### config.mk
export PLATFORM = sky130hd
export DESIGN_NAME = voice_allocator
export DESIGN_NICKNAME = d
export VERILOG_FILES = /design/src/rtl/synth_voice_pkg.sv /design/src/rtl/voice_envelope.sv /design/src/rtl/voice_allocator.sv
export SDC_FILE = /design/constraint.sdc
export NUM_CORES = 1
export LEC_CHECK = 0
export BUFFER_PORTS_ARGS = -buffer_cell sky130_fd_sc_hd__buf_2
export CORE_MARGIN = 2
export CORE_UTILIZATION = 56
export DETAILED_ROUTE_END_ITERATION = 6
export MAX_ROUTING_LAYER = met4
export PLACE_DENSITY = 0.9
export SYNTH_ARGS = -nofsm -noshare
export SYNTH_HDL_FRONTEND = slang
export SYNTH_SLANG_ARGS = --single-unit
### constraint.sdc
create_clock -name clk -period 4.25 [get_ports clk]
set_input_delay 0.85 -clock clk [delete_from_list [all_inputs] [get_ports clk]]
set_output_delay 0.85 -clock clk [all_outputs]
set_load 0.01 [all_outputs]
### src/rtl/synth_voice_pkg.sv
// rtl/synth_voice_pkg.sv - shared types and widths for the voice allocator
package synth_voice_pkg;

    localparam int FREQ_W  = 12;
    localparam int ATTEN_W = 4;
    localparam int AGE_W   = 8;

    localparam logic [ATTEN_W-1:0] ATTEN_MAX = 4'd15;
    localparam logic [AGE_W-1:0]   AGE_MAX   = 8'd255;

    typedef enum logic [1:0] {
        IDLE,
        ATTACK,
        SUSTAIN,
        RELEASE
    } voice_state_t;

    typedef enum logic [1:0] {
        C_WAIT,
        C_SEARCH,
        C_COMMIT
    } ctrl_state_t;

    // What the commit cycle does with the slot picked during the search
    typedef enum logic [1:0] {
        ACT_DROP,
        ACT_ATTACK,
        ACT_RELEASE
    } alloc_act_t;

endpackage

### src/rtl/voice_envelope.sv
// rtl/voice_envelope.sv - per-slot attack/sustain/release envelope with age counter
module voice_envelope
    import synth_voice_pkg::*;
(
    input  logic               clk,
    input  logic               reset,
    input  logic               tick,
    input  logic               load_attack,
    input  logic               load_release,
    input  logic               hold,
    input  logic               restart,
    output voice_state_t       state,
    output logic [ATTEN_W-1:0] atten,
    output logic [AGE_W-1:0]   age
);

    voice_state_t       state_nxt;
    logic [ATTEN_W-1:0] atten_nxt;
    logic [AGE_W-1:0]   age_nxt;

    // Slot state, attenuation and age registers
    always_ff @(posedge clk) begin
        if (reset) begin
            state <= IDLE;
            atten <= ATTEN_MAX;
            age   <= '0;
        end else begin
            state <= state_nxt;
            atten <= atten_nxt;
            age   <= age_nxt;
        end
    end

    // Loads from the controller take priority; otherwise step once per tick unless held
    always_comb begin
        state_nxt = state;
        atten_nxt = atten;
        age_nxt   = age;
        if (load_attack) begin
            state_nxt = ATTACK;
            age_nxt   = '0;
            if (restart) begin
                atten_nxt = ATTEN_MAX;
            end
        end else if (load_release) begin
            state_nxt = RELEASE;
        end else if (tick && !hold) begin
            if (age != AGE_MAX) begin
                age_nxt = age + 1'b1;
            end
            case (state)
                ATTACK: begin
                    if (atten <= ATTEN_W'(1)) begin
                        atten_nxt = '0;
                        state_nxt = SUSTAIN;
                    end else begin
                        atten_nxt = atten - 1'b1;
                    end
                end
                RELEASE: begin
                    if (atten == ATTEN_MAX) begin
                        state_nxt = IDLE;
                    end else begin
                        atten_nxt = atten + 1'b1;
                    end
                end
                default: begin
                end
            endcase
        end
    end

endmodule

### src/rtl/voice_allocator.sv
// rtl/voice_allocator.sv - polyphonic voice allocator, voice stealing enabled by VOICE_STEAL_EN
module voice_allocator
    import synth_voice_pkg::*;
#(
    parameter int NUM_VOICES = 4,
    parameter int TICK_DIV   = 480
) (
    input  logic                           clk,
    input  logic                           reset,
    input  logic                           sample_en,
    input  logic                           req_valid,
    output logic                           req_ready,
    input  logic                           req_note_on,
    input  logic [FREQ_W-1:0]              req_freq,
    output logic [FREQ_W*NUM_VOICES-1:0]   voice_freq,
    output logic [NUM_VOICES-1:0]          voice_stop,
    output logic [ATTEN_W*NUM_VOICES-1:0]  voice_volume,
    output logic [NUM_VOICES-1:0]          voice_active,
    output logic                           dropped
);

    localparam int SLOT_W = (NUM_VOICES > 1) ? $clog2(NUM_VOICES) : 1;
    localparam int CNT_W  = (TICK_DIV > 1) ? $clog2(TICK_DIV) : 1;
    localparam logic [CNT_W-1:0] CNT_LAST = CNT_W'(TICK_DIV - 1);

    // Envelope tick divider
    logic [CNT_W-1:0] tick_cnt;
    logic             tick;

    assign tick = sample_en && (tick_cnt == CNT_LAST);

    // Count sample pulses, wrapping on the tick
    always_ff @(posedge clk) begin
        if (reset) begin
            tick_cnt <= '0;
        end else if (sample_en) begin
            tick_cnt <= tick ? '0 : tick_cnt + 1'b1;
        end
    end

    // Slot storage
    voice_state_t                          slot_state [NUM_VOICES];
    logic [NUM_VOICES-1:0][ATTEN_W-1:0]    slot_atten;
    logic [NUM_VOICES-1:0][AGE_W-1:0]      slot_age;
    logic [NUM_VOICES-1:0][FREQ_W-1:0]     slot_freq;
    logic [NUM_VOICES-1:0]                 load_attack;
    logic [NUM_VOICES-1:0]                 load_release;

    // Controller and request registers
    ctrl_state_t        cstate;
    ctrl_state_t        cnext;
    logic               ready_q;
    logic               dropped_q;
    logic               req_on_q;
    logic [FREQ_W-1:0]  req_freq_q;
    alloc_act_t         sel_act_q;
    logic [SLOT_W-1:0]  sel_slot_q;
    logic               sel_restart_q;
    logic               accept;

    assign accept = req_valid && ready_q;

    // Search results
    logic               hit_on;
    logic               hit_idle;
    logic               hit_off;
    logic [SLOT_W-1:0]  idx_on;
    logic [SLOT_W-1:0]  idx_idle;
    logic [SLOT_W-1:0]  idx_off;
    alloc_act_t         act_d;
    logic [SLOT_W-1:0]  slot_d;
    logic               restart_d;

    // Lowest-index matches for retrigger, free slot and note-off
    always_comb begin
        hit_on   = 1'b0;
        hit_idle = 1'b0;
        hit_off  = 1'b0;
        idx_on   = '0;
        idx_idle = '0;
        idx_off  = '0;
        for (int i = 0; i < NUM_VOICES; i++) begin
            if (!hit_on && slot_state[i] != IDLE && slot_freq[i] == req_freq_q) begin
                hit_on = 1'b1;
                idx_on = SLOT_W'(i);
            end
            if (!hit_idle && slot_state[i] == IDLE) begin
                hit_idle = 1'b1;
                idx_idle = SLOT_W'(i);
            end
            if (!hit_off && (slot_state[i] == ATTACK || slot_state[i] == SUSTAIN)
                && slot_freq[i] == req_freq_q) begin
                hit_off = 1'b1;
                idx_off = SLOT_W'(i);
            end
        end
    end

`ifdef VOICE_STEAL_EN
    logic               hit_rel;
    logic [SLOT_W-1:0]  idx_rel;
    logic [SLOT_W-1:0]  idx_old;
    logic [ATTEN_W-1:0] best_rel_atten;
    logic [AGE_W-1:0]   best_age;

    // Steal candidates: quietest releasing slot, else oldest slot; strict compare keeps lowest index on ties
    always_comb begin
        hit_rel        = 1'b0;
        idx_rel        = '0;
        idx_old        = '0;
        best_rel_atten = '0;
        best_age       = '0;
        for (int i = 0; i < NUM_VOICES; i++) begin
            if (slot_state[i] == RELEASE && (!hit_rel || slot_atten[i] > best_rel_atten)) begin
                hit_rel        = 1'b1;
                idx_rel        = SLOT_W'(i);
                best_rel_atten = slot_atten[i];
            end
            if (i == 0 || slot_age[i] > best_age) begin
                idx_old  = SLOT_W'(i);
                best_age = slot_age[i];
            end
        end
    end
`else
    logic unused_age;
    assign unused_age = ^slot_age;
`endif

    // Decide what the commit cycle will do with the registered request
    always_comb begin
        act_d     = ACT_DROP;
        slot_d    = '0;
        restart_d = 1'b0;
        if (req_on_q) begin
            if (req_freq_q == '0) begin
                act_d = ACT_DROP;
            end else if (hit_on) begin
                act_d  = ACT_ATTACK;
                slot_d = idx_on;
            end else if (hit_idle) begin
                act_d     = ACT_ATTACK;
                slot_d    = idx_idle;
                restart_d = 1'b1;
            end else begin
`ifdef VOICE_STEAL_EN
                act_d     = ACT_ATTACK;
                slot_d    = hit_rel ? idx_rel : idx_old;
                restart_d = 1'b1;
`endif
            end
        end else if (hit_off) begin
            act_d  = ACT_RELEASE;
            slot_d = idx_off;
        end
    end

    // Controller state register
    always_ff @(posedge clk) begin
        if (reset) begin
            cstate <= C_WAIT;
        end else begin
            cstate <= cnext;
        end
    end

    // Controller next state: one request walks wait -> search -> commit
    always_comb begin
        cnext = cstate;
        case (cstate)
            C_WAIT:   if (accept) cnext = C_SEARCH;
            C_SEARCH: cnext = C_COMMIT;
            C_COMMIT: cnext = C_WAIT;
            default:  cnext = C_WAIT;
        endcase
    end

    // Controller outputs: per-slot load strobes during commit
    always_comb begin
        load_attack  = '0;
        load_release = '0;
        if (cstate == C_COMMIT) begin
            if (sel_act_q == ACT_ATTACK) begin
                load_attack[sel_slot_q] = 1'b1;
            end else if (sel_act_q == ACT_RELEASE) begin
                load_release[sel_slot_q] = 1'b1;
            end
        end
    end

    // Registered handshake, drop pulse, captured request and search decision
    always_ff @(posedge clk) begin
        if (reset) begin
            ready_q       <= 1'b0;
            dropped_q     <= 1'b0;
            req_on_q      <= 1'b0;
            req_freq_q    <= '0;
            sel_act_q     <= ACT_DROP;
            sel_slot_q    <= '0;
            sel_restart_q <= 1'b0;
        end else begin
            ready_q   <= (cnext == C_WAIT);
            dropped_q <= (cstate == C_SEARCH) && (act_d == ACT_DROP);
            if (accept) begin
                req_on_q   <= req_note_on;
                req_freq_q <= req_freq;
            end
            if (cstate == C_SEARCH) begin
                sel_act_q     <= act_d;
                sel_slot_q    <= slot_d;
                sel_restart_q <= restart_d;
            end
        end
    end

    // Slot frequency written on note-on commit, held through release and idle
    always_ff @(posedge clk) begin
        if (reset) begin
            slot_freq <= '0;
        end else begin
            for (int i = 0; i < NUM_VOICES; i++) begin
                if (load_attack[i]) begin
                    slot_freq[i] <= req_freq_q;
                end
            end
        end
    end

    for (genvar g = 0; g < NUM_VOICES; g++) begin : g_voice
        voice_envelope u_env (
            .clk          (clk),
            .reset        (reset),
            .tick         (tick),
            .load_attack  (load_attack[g]),
            .load_release (load_release[g]),
            .hold         (load_attack[g] | load_release[g]),
            .restart      (sel_restart_q),
            .state        (slot_state[g]),
            .atten        (slot_atten[g]),
            .age          (slot_age[g])
        );
        assign voice_stop[g]   = (slot_state[g] == IDLE);
        assign voice_active[g] = (slot_state[g] != IDLE);
    end

    assign voice_freq   = slot_freq;
    assign voice_volume = slot_atten;
    assign req_ready    = ready_q;
    assign dropped      = dropped_q;

endmodule

==> metrics.md, run 1 <==
| Metric | Value |
|---|---|
| Peak clock frequency supported by timing | `427 MHz` |
| CP max stage cell | `sky130_fd_sc_hd__dfxtp_1` |
| CTS H-tree depth | `3` |
| Setup TNS after final layout | `0 ps` |
| Most instantiated flip-flop cell in the synthesis netlist | `sky130_fd_sc_hd__dfxtp_1` |
| Vias per cell | `5.81` |
| Clock transition at the registers of the reported paths | `110 ps` |
| Cell Area, Synth | `5600 um^2` |
| Logic pwr share | `5.3%` |
| Final RePlAce weighted congestion | `0.925` |
| Clock Latency Late Sink | `370 ps` |
| Final cycle utilization of the critical path | `55.1%` |
| Layout Skew | `12.1 ps` |
| Slowest cell delay on critical path | `740 ps` |
| Proportion of power drawn by the clock network | `38.6%` |
| Starting utilization of the core area | `57.5%` |
| Routing usage on met1 | `32.0%` |
| Unrepaired setup endpoints after global routing | `false` |
| Required time worst endpoint | `4510 ps` |
| Placeable core region | `9730 um^2` |
| Global-route wire length before repair | `23000 um` |
| Cell chosen for the clock root | `sky130_fd_sc_hd__clkbuf_8` |
| Remaining number of nets flagged by the antenna check after routing | `0` |
| Number of maximum-capacitance violations | `0` |
| Critical-path cell list | `xor2_1 -> nor4_1 -> nand4_1 -> nand4_2 -> o21bai_1 -> and3b_1` |
| Minimum clock period | `2340 ps` |
| Buffers inserted by post-CTS timing repair | `0` |
| Clock sink count | `103` |
| Cts repair resizes | `0` |
| Hold-fix buffer count after cts | `0` |
| Share of the yosys chip area belonging to registers | `36.8%` |
| Busiest grt layer | `met2` |
| Setup Viol. Count Final | `0` |
| Async S/R FF share, synth | `0%` |
| Startpoint types | `flop` |
| Slew at the pin closest to its max-slew limit | `1070 ps` |
| Met2 Track Usage GR | `44.5%` |
| Number of global-route vias before repair | `4825` |
| DR iter-0 viols | `326` |
| Ant. Diodes | `0` |
| Layout cell share with drive strength beyond 1 | `17.4%` |
| Mean instance size in the synthesized netlist | `8.37 um^2` |
| Max Slew Vio Count | `0` |
| Maximum ir drop on the vdd rail | `187 uV` |
| Fill cell total of the finished layout | `818` |
| Number of distinct standard cells referenced by the synthesized netlist | `67` |
| Total GRT Usage | `26.4%` |
| Internal power | `1.35 mW` |
| Number of warnings reported in the yosys synthesis log | `0` |
| Total net switching power | `440 uW` |
| Finished Cell Area | `6230 um^2` |
| Ports | `91` |
| Total Routed Length | `14200 um` |
| Maximum fanout encountered on the critical timing path | `10` |
| Buffers added on ports | `90` |
| Clock tree from TritonCTS | `done` |
| Wire length per cell after detailed routing | `16.4 um` |
| Remaining max-slew budget at the tightest pin | `28.7%` |
| Total count of hold-check failures in the final report | `0` |
| First-pass iteration count of the detailed router | `5` |
| Vias | `5037` |
| Total number of nets in the final design | `771` |
| Die H | `104 um` |
| Growth of design area from synthesis to finish | `11.3%` |
| Met3 GRT Util | `4.95%` |
| Final global-route overflow total | `0` |
| Cells after Synth | `669` |
| Worst hold slack | `490 ps` |
| Post-synth EDFFs | `0` |
| Crit path DAT | `2600 ps` |
| Standard cell area after detailed placement | `6000 um^2` |
| Syn_nets | `711` |
| Switching Fraction | `24.6%` |
| Horizontal extent of the die | `104 um` |
| Power density over the cells | `287 nW/um^2` |
| Min-Delay Path Class | `reg2reg` |
| Status | `complete, no violations` |
| Maximum number of pins on one net before global-route repair | `89` |
| Kind of end point of the critical path | `flop` |
| Count of unresolved DRC violations after routing | `0` |
| Number of buffers added by the clock tree synthesis step | `9` |
| Overall die area | `10800 um^2` |
| Standard-cell rows | `36` |
| Crit Path Category | `reg2reg` |
| Leakage power total | `2.75 nW` |
| Synthesized flop and latch total | `103` |
| Initial antenna violation count | `0` |
| HPWL after DPL | `10200 um` |
| Sequential share of power | `56.1%` |
| Maximum clock insertion buffer count | `2` |
[per-layer routing]
| layer | share of wire, % | vias to the layer above |
|---|---|---|
| met3 | 7.3 | 30 |
| met2 | 48 | 206 |
| li1 | - | 2428 |
| met4 | 1.8 | 0 |
| met1 | 42 | 2373 |
| met5 | 0 | - |
[cells in the final DEF, fill, tap and decap left out, types with 3 or more instances in the layout]
| master | netlist | routed |
|---|---|---|
| sky130_fd_sc_hd__a221oi_1 | 6 | 6 |
| sky130_fd_sc_hd__nand3_1 | 12 | 12 |
| sky130_fd_sc_hd__nor4_1 | 10 | 10 |
| sky130_fd_sc_hd__nor2b_1 | 3 | 3 |
| sky130_fd_sc_hd__mux2i_1 | 27 | 27 |
| sky130_fd_sc_hd__dfxtp_1 | 103 | 103 |
| sky130_fd_sc_hd__a31oi_1 | 3 | 3 |
| sky130_fd_sc_hd__nor3_1 | 23 | 23 |
| sky130_fd_sc_hd__nor4_2 | 3 | 3 |
| sky130_fd_sc_hd__nand2b_1 | 5 | 5 |
| sky130_fd_sc_hd__and3_1 | 7 | 7 |
| sky130_fd_sc_hd__xnor2_1 | 20 | 20 |
| sky130_fd_sc_hd__nor2_1 | 61 | 61 |
| sky130_fd_sc_hd__ha_1 | 25 | 25 |
| sky130_fd_sc_hd__nand4_1 | 16 | 16 |
| sky130_fd_sc_hd__xor2_1 | 43 | 43 |
| sky130_fd_sc_hd__and2_1 | 3 | 3 |
| sky130_fd_sc_hd__inv_1 | 29 | 29 |
| sky130_fd_sc_hd__buf_2 | 11 | 90 |
| sky130_fd_sc_hd__a21oi_1 | 58 | 58 |
| sky130_fd_sc_hd__o21a_1 | 3 | 3 |
| sky130_fd_sc_hd__a211o_1 | 3 | 3 |
| sky130_fd_sc_hd__nand2_1 | 95 | 95 |
| sky130_fd_sc_hd__mux2_2 | 3 | 3 |
| sky130_fd_sc_hd__a211oi_1 | 5 | 5 |
| sky130_fd_sc_hd__o21ai_0 | 11 | 11 |
| sky130_fd_sc_hd__clkbuf_8 | 0 | 9 |
[power by group through the flow]
stage          sequential (mW)  clock [mW]  combinational, mW
2_1_floorplan             1.00           0             0.0888
3_3_place_gp              1.02           0             0.0884
3_5_place_dp              1.03           0             0.0927
4_1_cts                   1.00       0.696             0.0934
5_1_grt                   1.01       0.736              0.104
6_report                  1.01       0.691             0.0946
[cell type report]
cell class	count	area [um^2]	area share (%)
Clock buffer	9	124	1.99
Clock inverter	7	103	1.65
Inverter	29	109	1.75
Multi-Input combinational cell	495	3210	51.5
Sequential cell	103	2060	33.1
Tap cell	133	166	2.67
Timing Repair Buffer	91	458	7.35
[synthesized netlist by cell type, drive strengths merged (3+ instances only)]
| cell | number | share of area, % |
|---|---|---|
| a211o | 3 | 0.47 |
| a211oi | 5 | 0.67 |
| a21oi | 59 | 5.3 |
| a221oi | 6 | 0.94 |
| a31oi | 3 | 0.34 |
| and2 | 3 | 0.34 |
| and3 | 8 | 0.92 |
| buf | 21 | 2.5 |
| clkbuf | 21 | 1.4 |
| dfxtp | 103 | 37 |
| ha | 25 | 5.6 |
| inv | 29 | 1.9 |
| mux2 | 3 | 0.60 |
| mux2i | 27 | 4.8 |
| nand2 | 96 | 6.5 |
| nand2b | 5 | 0.56 |
| nand3 | 12 | 1.1 |
| nand4 | 18 | 2.2 |
| nor2 | 63 | 4.4 |
| nor2b | 3 | 0.34 |
| nor3 | 24 | 2.3 |
| nor3b | 3 | 0.49 |
| nor4 | 13 | 1.8 |
| o21a | 3 | 0.40 |
| o21ai | 11 | 0.98 |
| xnor2 | 21 | 3.4 |
| xor2 | 43 | 6.7 |
[registers in the layout, summed over array words and instances, names as in the netlist]
register and count:
voice_freq 48, g_voice.u_env.atten 16, req_freq_q 12, tick_cnt 9, g_voice.u_env.state 8, cstate 2
sel_act_q 2, sel_slot_q 2, dropped 1, req_on_q 1, req_ready 1, sel_restart_q 1
[stage by stage]
stage	util [%]	instances	setup WS (ps)	total power, mW
floorplan	-	669	2130	1.09
global placement	61.7	851	1840	1.11
detailed placement	61.7	851	1690	1.12
CTS	64.0	867	1960	1.79
global route	64.0	867	1790	1.85
finish	64.0	867	1910	1.79
[cell families (layout without fill, tap and decap cells)]
family | after synthesis | in the layout | synth area share (%)
AND/OR/NAND/NOR | 261 | 261 | 22.9
AO/OA/AOI/OAI | 115 | 115 | 13.3
flip-flops | 103 | 103 | 36.8
buffers and inverters | 71 | 136 | 5.81
XOR/XNOR | 64 | 64 | 10.1
multiplexers | 30 | 30 | 5.43
adder cells (fa/ha/maj) | 25 | 25 | 5.59
[worst max-delay path, delay by kind of cell, from the launching register on]
kind | cells | cell delay [ps]
flip-flops | 1 | 740
AND/OR/NAND/NOR | 4 | 1220
AO/OA/AOI/OAI | 1 | 130
XOR/XNOR | 1 | 140
[final timing paths]
path,slack [ps],start,endpoint,depth (start not counted)
worst min-delay path,490,voice_freq[19]$_SDFFE_PP0P_,voice_freq[19]$_SDFFE_PP0P_,2
worst max-delay path,1910,req_freq_q[4]$_SDFFE_PP0P_,dropped$_SDFF_PP0_,6
worst max register to register,1910,req_freq_q[4]$_SDFFE_PP0P_,dropped$_SDFF_PP0_,6
worst min register to register,490,voice_freq[19]$_SDFFE_PP0P_,voice_freq[19]$_SDFFE_PP0P_,2
(Power assumes the default switching activity.)
==> run 2: changes to the inputs <==
==> constraint.sdc (replaced) <==
create_clock -name clk -period 2.4 [get_ports clk]
set_input_delay 0.48 -clock clk [delete_from_list [all_inputs] [get_ports clk]]
set_output_delay 0.48 -clock clk [all_outputs]
set_load 0.01 [all_outputs]
==> run 2 against run 1 <==
  * Wire length grew 4.6%
  * Global-route usage up 1.6 points
  * Via count grew 1.4%
  * Core utilization grew 1.2 points
  * Combinational power rose by 110%
  * Sequential power up 75%
  * Fmax increased by 11%
  * Flip-flop and latch count unchanged
  * Critical path depth is the same
  * Largest cell class unchanged
  * Largest power group unchanged
==> metrics.md, run 2 (synthesis gave the netlist of run 1 again) <==
| Metric | Value |
|---|---|
| Slew at the pin closest to its max-slew limit | `643 ps (was 1070 ps)` |
| Hold-fix buffer count after cts | `0 (unchanged)` |
| Cts repair resizes | `0 (unchanged)` |
| Number of non-filler instances in the completed layout | `889 (was 867)` |
| HPWL after DPL | `11000 um (was 10200 um)` |
| Required time worst endpoint | `2680 ps (was 4510 ps)` |
| Clock sink count | `103 (unchanged)` |
| Ports | `91 (unchanged)` |
| Number of maximum-capacitance violations | `0 (unchanged)` |
| Final global-route overflow total | `0 (unchanged)` |
| Buffers inserted by post-CTS timing repair | `0 (unchanged)` |
| Maximum number of pins on one net before global-route repair | `39 (was 89)` |
| Initial antenna violation count | `0 (unchanged)` |
| Total Routed Length | `14800 um (was 14200 um)` |
| Count of unresolved DRC violations after routing | `0 (unchanged)` |
| Ant. Diodes | `0 (unchanged)` |
| DR iter-0 viols | `297 (was 326)` |
| Status | `complete, no violations (unchanged)` |
| Cell count after placement | `873 (was 851)` |
| Starting utilization of the core area | `57.5% (unchanged)` |
| Power density over the cells | `472 nW/um^2 (was 287 nW/um^2)` |
| Largest register FFs | `48 (unchanged)` |
| Clock transition at the registers of the reported paths | `100 ps (was 110 ps)` |
| Final cycle utilization of the critical path | `88.1% (was 55.1%)` |
| Peak clock frequency supported by timing | `473 MHz (was 427 MHz)` |
| Leakage power total | `2.83 nW (was 2.75 nW)` |
| Remaining max-slew budget at the tightest pin | `57.1% (was 28.7%)` |
| Crit Path Category | `reg2reg (unchanged)` |
| Startpoint types | `flop (unchanged)` |
| Minimum clock period | `2120 ps (was 2340 ps)` |
| CTS H-tree depth | `3 (unchanged)` |
| First-pass iteration count of the detailed router | `5 (unchanged)` |
| Die H | `104 um (unchanged)` |
| Final RePlAce weighted congestion | `0.964 (was 0.925)` |
| Number of buffers added by the clock tree synthesis step | `9 (unchanged)` |
| Busiest grt layer | `met2 (unchanged)` |
| Most used cells in the layout excluding fill and tap cells | `sky130_fd_sc_hd__dfxtp_1, sky130_fd_sc_hd__nand2_1, sky130_fd_sc_hd__buf_2, sky130_fd_sc_hd__nor2_1, sky130_fd_sc_hd__a21oi_1 (unchanged)` |
| Placeable core region | `9730 um^2 (unchanged)` |
| Standard-cell rows | `36 (unchanged)` |
| Layout Skew | `6.35 ps (was 12.1 ps)` |
| Crit path DAT | `2390 ps (was 2600 ps)` |
| Cell chosen for the clock root | `sky130_fd_sc_hd__clkbuf_8 (unchanged)` |
| Growth of design area from synthesis to finish | `13.5% (was 11.3%)` |
| Setup Viol. Count Final | `0 (unchanged)` |
| Maximum fanout encountered on the critical timing path | `7 (was 10)` |
| Vias per cell | `5.74 (was 5.81)` |
| Kind of end point of the critical path | `flop (unchanged)` |
| Total GRT Usage | `28.0% (was 26.4%)` |
| Maximum ir drop on the vdd rail | `364 uV (was 187 uV)` |
| Buffers added on ports | `90 (unchanged)` |
| Met2 Track Usage GR | `47.9% (was 44.5%)` |
| Total number of nets in the final design | `793 (was 771)` |
| Remaining number of nets flagged by the antenna check after routing | `0 (unchanged)` |
| Layout cell share with drive strength beyond 1 | `19.8% (was 17.4%)` |
| Maximum clock insertion buffer count | `2 (unchanged)` |
| Total count of hold-check failures in the final report | `0 (unchanged)` |
| Global-route wire length before repair | `23900 um (was 23000 um)` |
| Routing usage on met1 | `31.9% (was 32.0%)` |
| Clock tree from TritonCTS | `done (unchanged)` |
| Max Slew Vio Count | `0 (unchanged)` |
| Met3 GRT Util | `6.77% (was 4.95%)` |
| Vias | `5107 (was 5037)` |
| Horizontal extent of the die | `104 um (unchanged)` |
| Setup TNS after final layout | `0 ps (unchanged)` |
| Overall die area | `10800 um^2 (unchanged)` |
| Clock Latency Late Sink | `370 ps (about the same)` |
| Min-Delay Path Class | `in2reg (was reg2reg)` |
| Most common cell after layout, fill and taps aside | `sky130_fd_sc_hd__dfxtp_1 (unchanged)` |
| Unrepaired setup endpoints after global routing | `false (unchanged)` |
| Wire length per cell after detailed routing | `16.7 um (was 16.4 um)` |
| Number of global-route vias before repair | `5049 (was 4825)` |
[run 2: metrics by stage]
stage	power (mW)	util (%)	setup slack (ps)	hold WS (ps)	cell area, um^2
final	3.00	65.3	285	335	6350
after global routing	3.09	65.3	127	330	6350
after global placement	2.00	63.4	349	467	6170
after floorplan	1.93	-	497	462	5600
after CTS	3.00	65.3	311	326	6350
after detailed placement	2.00	63.4	256	477	6170
[run 2: cell type report]
class                   instances  area [um^2]
clock buffers                   9          124
inverters                      29          109
fillers                       826         3380
repair buffers                113          623
multi-input cells             495         3210
well taps                     133          166
flip-flops and latches        103         2060
clock inverters                 7         58.8
[run 2: final timing paths]
check	slack (ps)	end	cells past startpoint	startpoint
setup / recovery	280	dropped$_SDFF_PP0_	6	req_freq_q[11]$_SDFFE_PP0P_
hold / removal	330	req_freq_q[2]$_SDFFE_PP0P_	3	req_freq[2]
setup reg to reg	280	dropped$_SDFF_PP0_	6	req_freq_q[11]$_SDFFE_PP0P_
hold reg to reg	490	voice_freq[11]$_SDFFE_PP0P_	2	voice_freq[11]$_SDFFE_PP0P_
[run 2: critical path: stages (launching register included)]
cell                      delay [ps]
sky130_fd_sc_hd__dfxtp_1         570
sky130_fd_sc_hd__buf_4           210
sky130_fd_sc_hd__xor2_1           70
sky130_fd_sc_hd__nor4_1          440
sky130_fd_sc_hd__nand4_1         270
sky130_fd_sc_hd__a41oi_2         260
sky130_fd_sc_hd__and3b_1         200
[run 2: per-layer routing]
metal  vias to the layer above  wire length (um)
met2                       207              7370
li1                       2462                 -
met4                         0               448
met1                      2404              5940
met3                        34              1070
met5                         -                 0
[run 2: report_power, final]
| part | total (mW) | switching [mW] | internal, mW |
|---|---|---|---|
| logic | 0.198 | 0.114 | 0.0844 |
| clock network | 1.03 | 0.641 | 0.387 |
| registers | 1.77 | 0.0431 | 1.73 |
==> run 3: changes to the inputs <==
--- a/config.mk
+++ b/config.mk
@@ -6,11 +6,12 @@
 export NUM_CORES = 1
 export LEC_CHECK = 0
 export BUFFER_PORTS_ARGS = -buffer_cell sky130_fd_sc_hd__buf_2
-export CORE_MARGIN = 2
+export CORE_MARGIN = 4
 export CORE_UTILIZATION = 56
 export DETAILED_ROUTE_END_ITERATION = 6
 export MAX_ROUTING_LAYER = met4
 export PLACE_DENSITY = 0.9
+export RECOVER_POWER = 100
 export SYNTH_ARGS = -nofsm -noshare
 export SYNTH_HDL_FRONTEND = slang
 export SYNTH_SLANG_ARGS = --single-unit
==> run 3 against run 2 <==
  * Clock power grew 30%
  * Core utilization down 1.2 points
  * Non-clock buffer count decreased by 6
  * Combinational power is 2% lower
  * Setup slack lost 72 ps
  * Hold slack improved by 10 ps
  * Final cell count is 0.67% lower
  * Wire length decreased by 0.56%
  * Sequential share of layout area grew 0.45 points
  * Final area is 1.4% lower
  * Critical path type unchanged
==> metrics.md, run 3 (synthesis gave the netlist of run 1 again) <==
| Metric | Value |
|---|---|
| Remaining number of nets flagged by the antenna check after routing | `0 (unchanged)` |
| Most used cells in the layout excluding fill and tap cells | `sky130_fd_sc_hd__dfxtp_1, sky130_fd_sc_hd__nand2_1, sky130_fd_sc_hd__clkbuf_1, sky130_fd_sc_hd__nor2_1, sky130_fd_sc_hd__a21oi_1 (was sky130_fd_sc_hd__dfxtp_1, sky130_fd_sc_hd__nand2_1, sky130_fd_sc_hd__buf_2, sky130_fd_sc_hd__nor2_1, sky130_fd_sc_hd__a21oi_1)` |
| Total GRT Usage | `26.0% (was 28.0%)` |
| First-pass iteration count of the detailed router | `4 (was 5)` |
| Initial antenna violation count | `0 (unchanged)` |
| Total number of nets in the final design | `787 (was 793)` |
| Number of maximum-capacitance violations | `0 (unchanged)` |
| Final RePlAce weighted congestion | `0.960 (was 0.964)` |
| Global-route wire length before repair | `23800 um (was 23900 um)` |
| Status | `complete, no violations (unchanged)` |
| Count of buffering cells on the critical path with inverters included | `1 (unchanged)` |
| Maximum ir drop on the vdd rail | `358 uV (was 364 uV)` |
| Count of unresolved DRC violations after routing | `0 (unchanged)` |
| Slew at the pin closest to its max-slew limit | `650 ps (was 643 ps)` |
| Standard-cell rows | `36 (unchanged)` |
| Finished Cell Area | `6260 um^2 (was 6350 um^2)` |
| Kind of end point of the critical path | `flop (unchanged)` |
| Setup TNS after final layout | `0 ps (unchanged)` |
| Layout cell share with drive strength beyond 1 | `8.40% (was 19.8%)` |
| Largest register FFs | `48 (unchanged)` |
| Maximum fanout encountered on the critical timing path | `7 (unchanged)` |
| Hold-fix buffer count after cts | `0 (unchanged)` |
| Total count of hold-check failures in the final report | `0 (unchanged)` |
| Slowest cell delay on critical path | `620 ps (was 570 ps)` |
| Cell count after placement | `867 (was 873)` |
| CTS H-tree depth | `3 (unchanged)` |
| Growth of design area from synthesis to finish | `11.9% (was 13.5%)` |
| CP max stage cell | `sky130_fd_sc_hd__dfxtp_1 (unchanged)` |
| Wire length per cell after detailed routing | `16.7 um (about the same)` |
| Layout Skew | `7.85 ps (was 6.35 ps)` |
| Ant. Diodes | `0 (unchanged)` |
| Minimum clock period | `2190 ps (was 2120 ps)` |
| Total Routed Length | `14800 um (about the same)` |
| Vias per cell | `5.85 (was 5.74)` |
| HPWL after DPL | `10900 um (was 11000 um)` |
| Buffers inserted by post-CTS timing repair | `0 (unchanged)` |
| Most prevalent standard cell on the critical path | `sky130_fd_sc_hd__nand4_1` |
| Number of non-filler instances in the completed layout | `883 (was 889)` |
| DR iter-0 viols | `363 (was 297)` |
| Required time worst endpoint | `2660 ps (was 2680 ps)` |
| Maximum clock insertion buffer count | `2 (unchanged)` |
| Final global-route overflow total | `0 (unchanged)` |
| Standard cell area after detailed placement | `6140 um^2 (was 6170 um^2)` |
| Fill cell total of the finished layout | `839 (was 826)` |
| Max Slew Vio Count | `0 (unchanged)` |
| Final cycle utilization of the critical path | `91.1% (was 88.1%)` |
| Leakage power total | `2.57 nW (was 2.83 nW)` |
| Footprint of the multi-input gates | `3180 um^2 (was 3210 um^2)` |
| Number of buffers added by the clock tree synthesis step | `9 (unchanged)` |
| Placeable core region | `9770 um^2 (was 9730 um^2)` |
| Clock sink count | `103 (unchanged)` |
| Vias | `5169 (was 5107)` |
| Cts repair resizes | `0 (unchanged)` |
| Clock tree from TritonCTS | `done (unchanged)` |
| Number of global-route vias before repair | `4988 (was 5049)` |
| Clock Latency Late Sink | `360 ps (was 370 ps)` |
| Peak clock frequency supported by timing | `457 MHz (was 473 MHz)` |
| Clock transition at the registers of the reported paths | `100 ps (about the same)` |
| Buffers added on ports | `90 (unchanged)` |
| Starting utilization of the core area | `57.3% (was 57.5%)` |
| Die H | `108 um (was 104 um)` |
| Minimum setup slack after placement | `292 ps (was 256 ps)` |
| Ports | `91 (unchanged)` |
| Most common cell after layout, fill and taps aside | `sky130_fd_sc_hd__dfxtp_1 (unchanged)` |
| Worst setup margin | `213 ps (was 285 ps)` |
| Unrepaired setup endpoints after global routing | `false (unchanged)` |
| Critical-path cell list | `xor2_1 -> nor4_1 -> buf_4 -> nand4_1 -> nand4_1 -> o21bai_1 -> and3b_1 (was buf_4 -> xor2_1 -> nor4_1 -> nand4_1 -> a41oi_2 -> and3b_1)` |
| Remaining max-slew budget at the tightest pin | `56.7% (was 57.1%)` |
| Setup Viol. Count Final | `0 (unchanged)` |
| Final Power | `3.30 mW (was 3.00 mW)` |
| Startpoint types | `flop (unchanged)` |
| Power density over the cells | `527 nW/um^2 (was 472 nW/um^2)` |
| Min-Delay Path Class | `in2reg (unchanged)` |
| Overall die area | `11700 um^2 (was 10800 um^2)` |
| Footprint of the flip-flops and latches | `2060 um^2 (unchanged)` |
| Maximum number of pins on one net before global-route repair | `84 (was 39)` |
| Category of cells accounting for the largest share of critical-path delay | `simple AND/OR/NAND/NOR gates (unchanged)` |
| Crit Path Category | `reg2reg (unchanged)` |
| Crit path DAT | `2450 ps (was 2390 ps)` |
| Horizontal extent of the die | `108 um (was 104 um)` |
| Cell chosen for the clock root | `sky130_fd_sc_hd__clkbuf_8 (unchanged)` |
==> run 3: cell count changes in the layout (fill, tap and decap cells not counted), sizes merged <==
cell	before	now
buf	113	31
bufinv	0	3
clkbuf	9	86
clkinvlp	4	1
clkinv	2	1
==> run 3: cell type report <==
| type | instances | share of cell area [%] |
|---|---|---|
| clock inverters | 6 | 1.84 |
| clock buffers | 10 | 2.20 |
| flip-flops and latches | 103 | 32.9 |
| repair buffers | 107 | 7.85 |
| well taps | 133 | 2.66 |
| multi-input cells | 495 | 50.8 |
| inverters | 29 | 1.74 |
==> run 3: power by group <==
group / switching, mW / internal [mW] / total (mW) / leakage, nW
Combinational: 0.114 / 0.0803 / 0.194 / 1.61
Sequential: 0.0431 / 1.73 / 1.77 / 0.832
Clock: 0.609 / 0.727 / 1.34 / 0.123
==> run 3: per-layer routing <==
layer	GRT usage (%)	vias up	part of all wire, %
li1	-	2454	-
met1	30.9	2448	41
met2	44.3	240	49
met3	5.85	27	8.0
met4	7.30	0	2.1
met5	-	-	0
==> run 3: path summary, 6_finish.rpt <==
kind / startpoint / end / slack (ps) / depth (start not counted)
worst max-delay path: req_freq_q[3]$_SDFFE_PP0P_ / dropped$_SDFF_PP0_ / 210 / 7
worst min-delay path: req_freq[0] / req_freq_q[0]$_SDFFE_PP0P_ / 350 / 3
worst max register to register: req_freq_q[3]$_SDFFE_PP0P_ / dropped$_SDFF_PP0_ / 210 / 7
worst min register to register: voice_freq[9]$_SDFFE_PP0P_ / voice_freq[9]$_SDFFE_PP0P_ / 490 / 2
==> run 3: worst min-delay path, cell delays in order <==
cell	delay, ps
sky130_fd_sc_hd__buf_2	100
sky130_fd_sc_hd__nand2_1	40
sky130_fd_sc_hd__a21oi_1	50
==> run 3: metrics by stage <==
step           util [%]  hold WS (ps)
3_3_place_gp       62.8           470
6_report           64.1           345
2_1_floorplan         -           462
3_5_place_dp       62.8           477
4_1_cts            65.4           333
5_1_grt            64.1           338
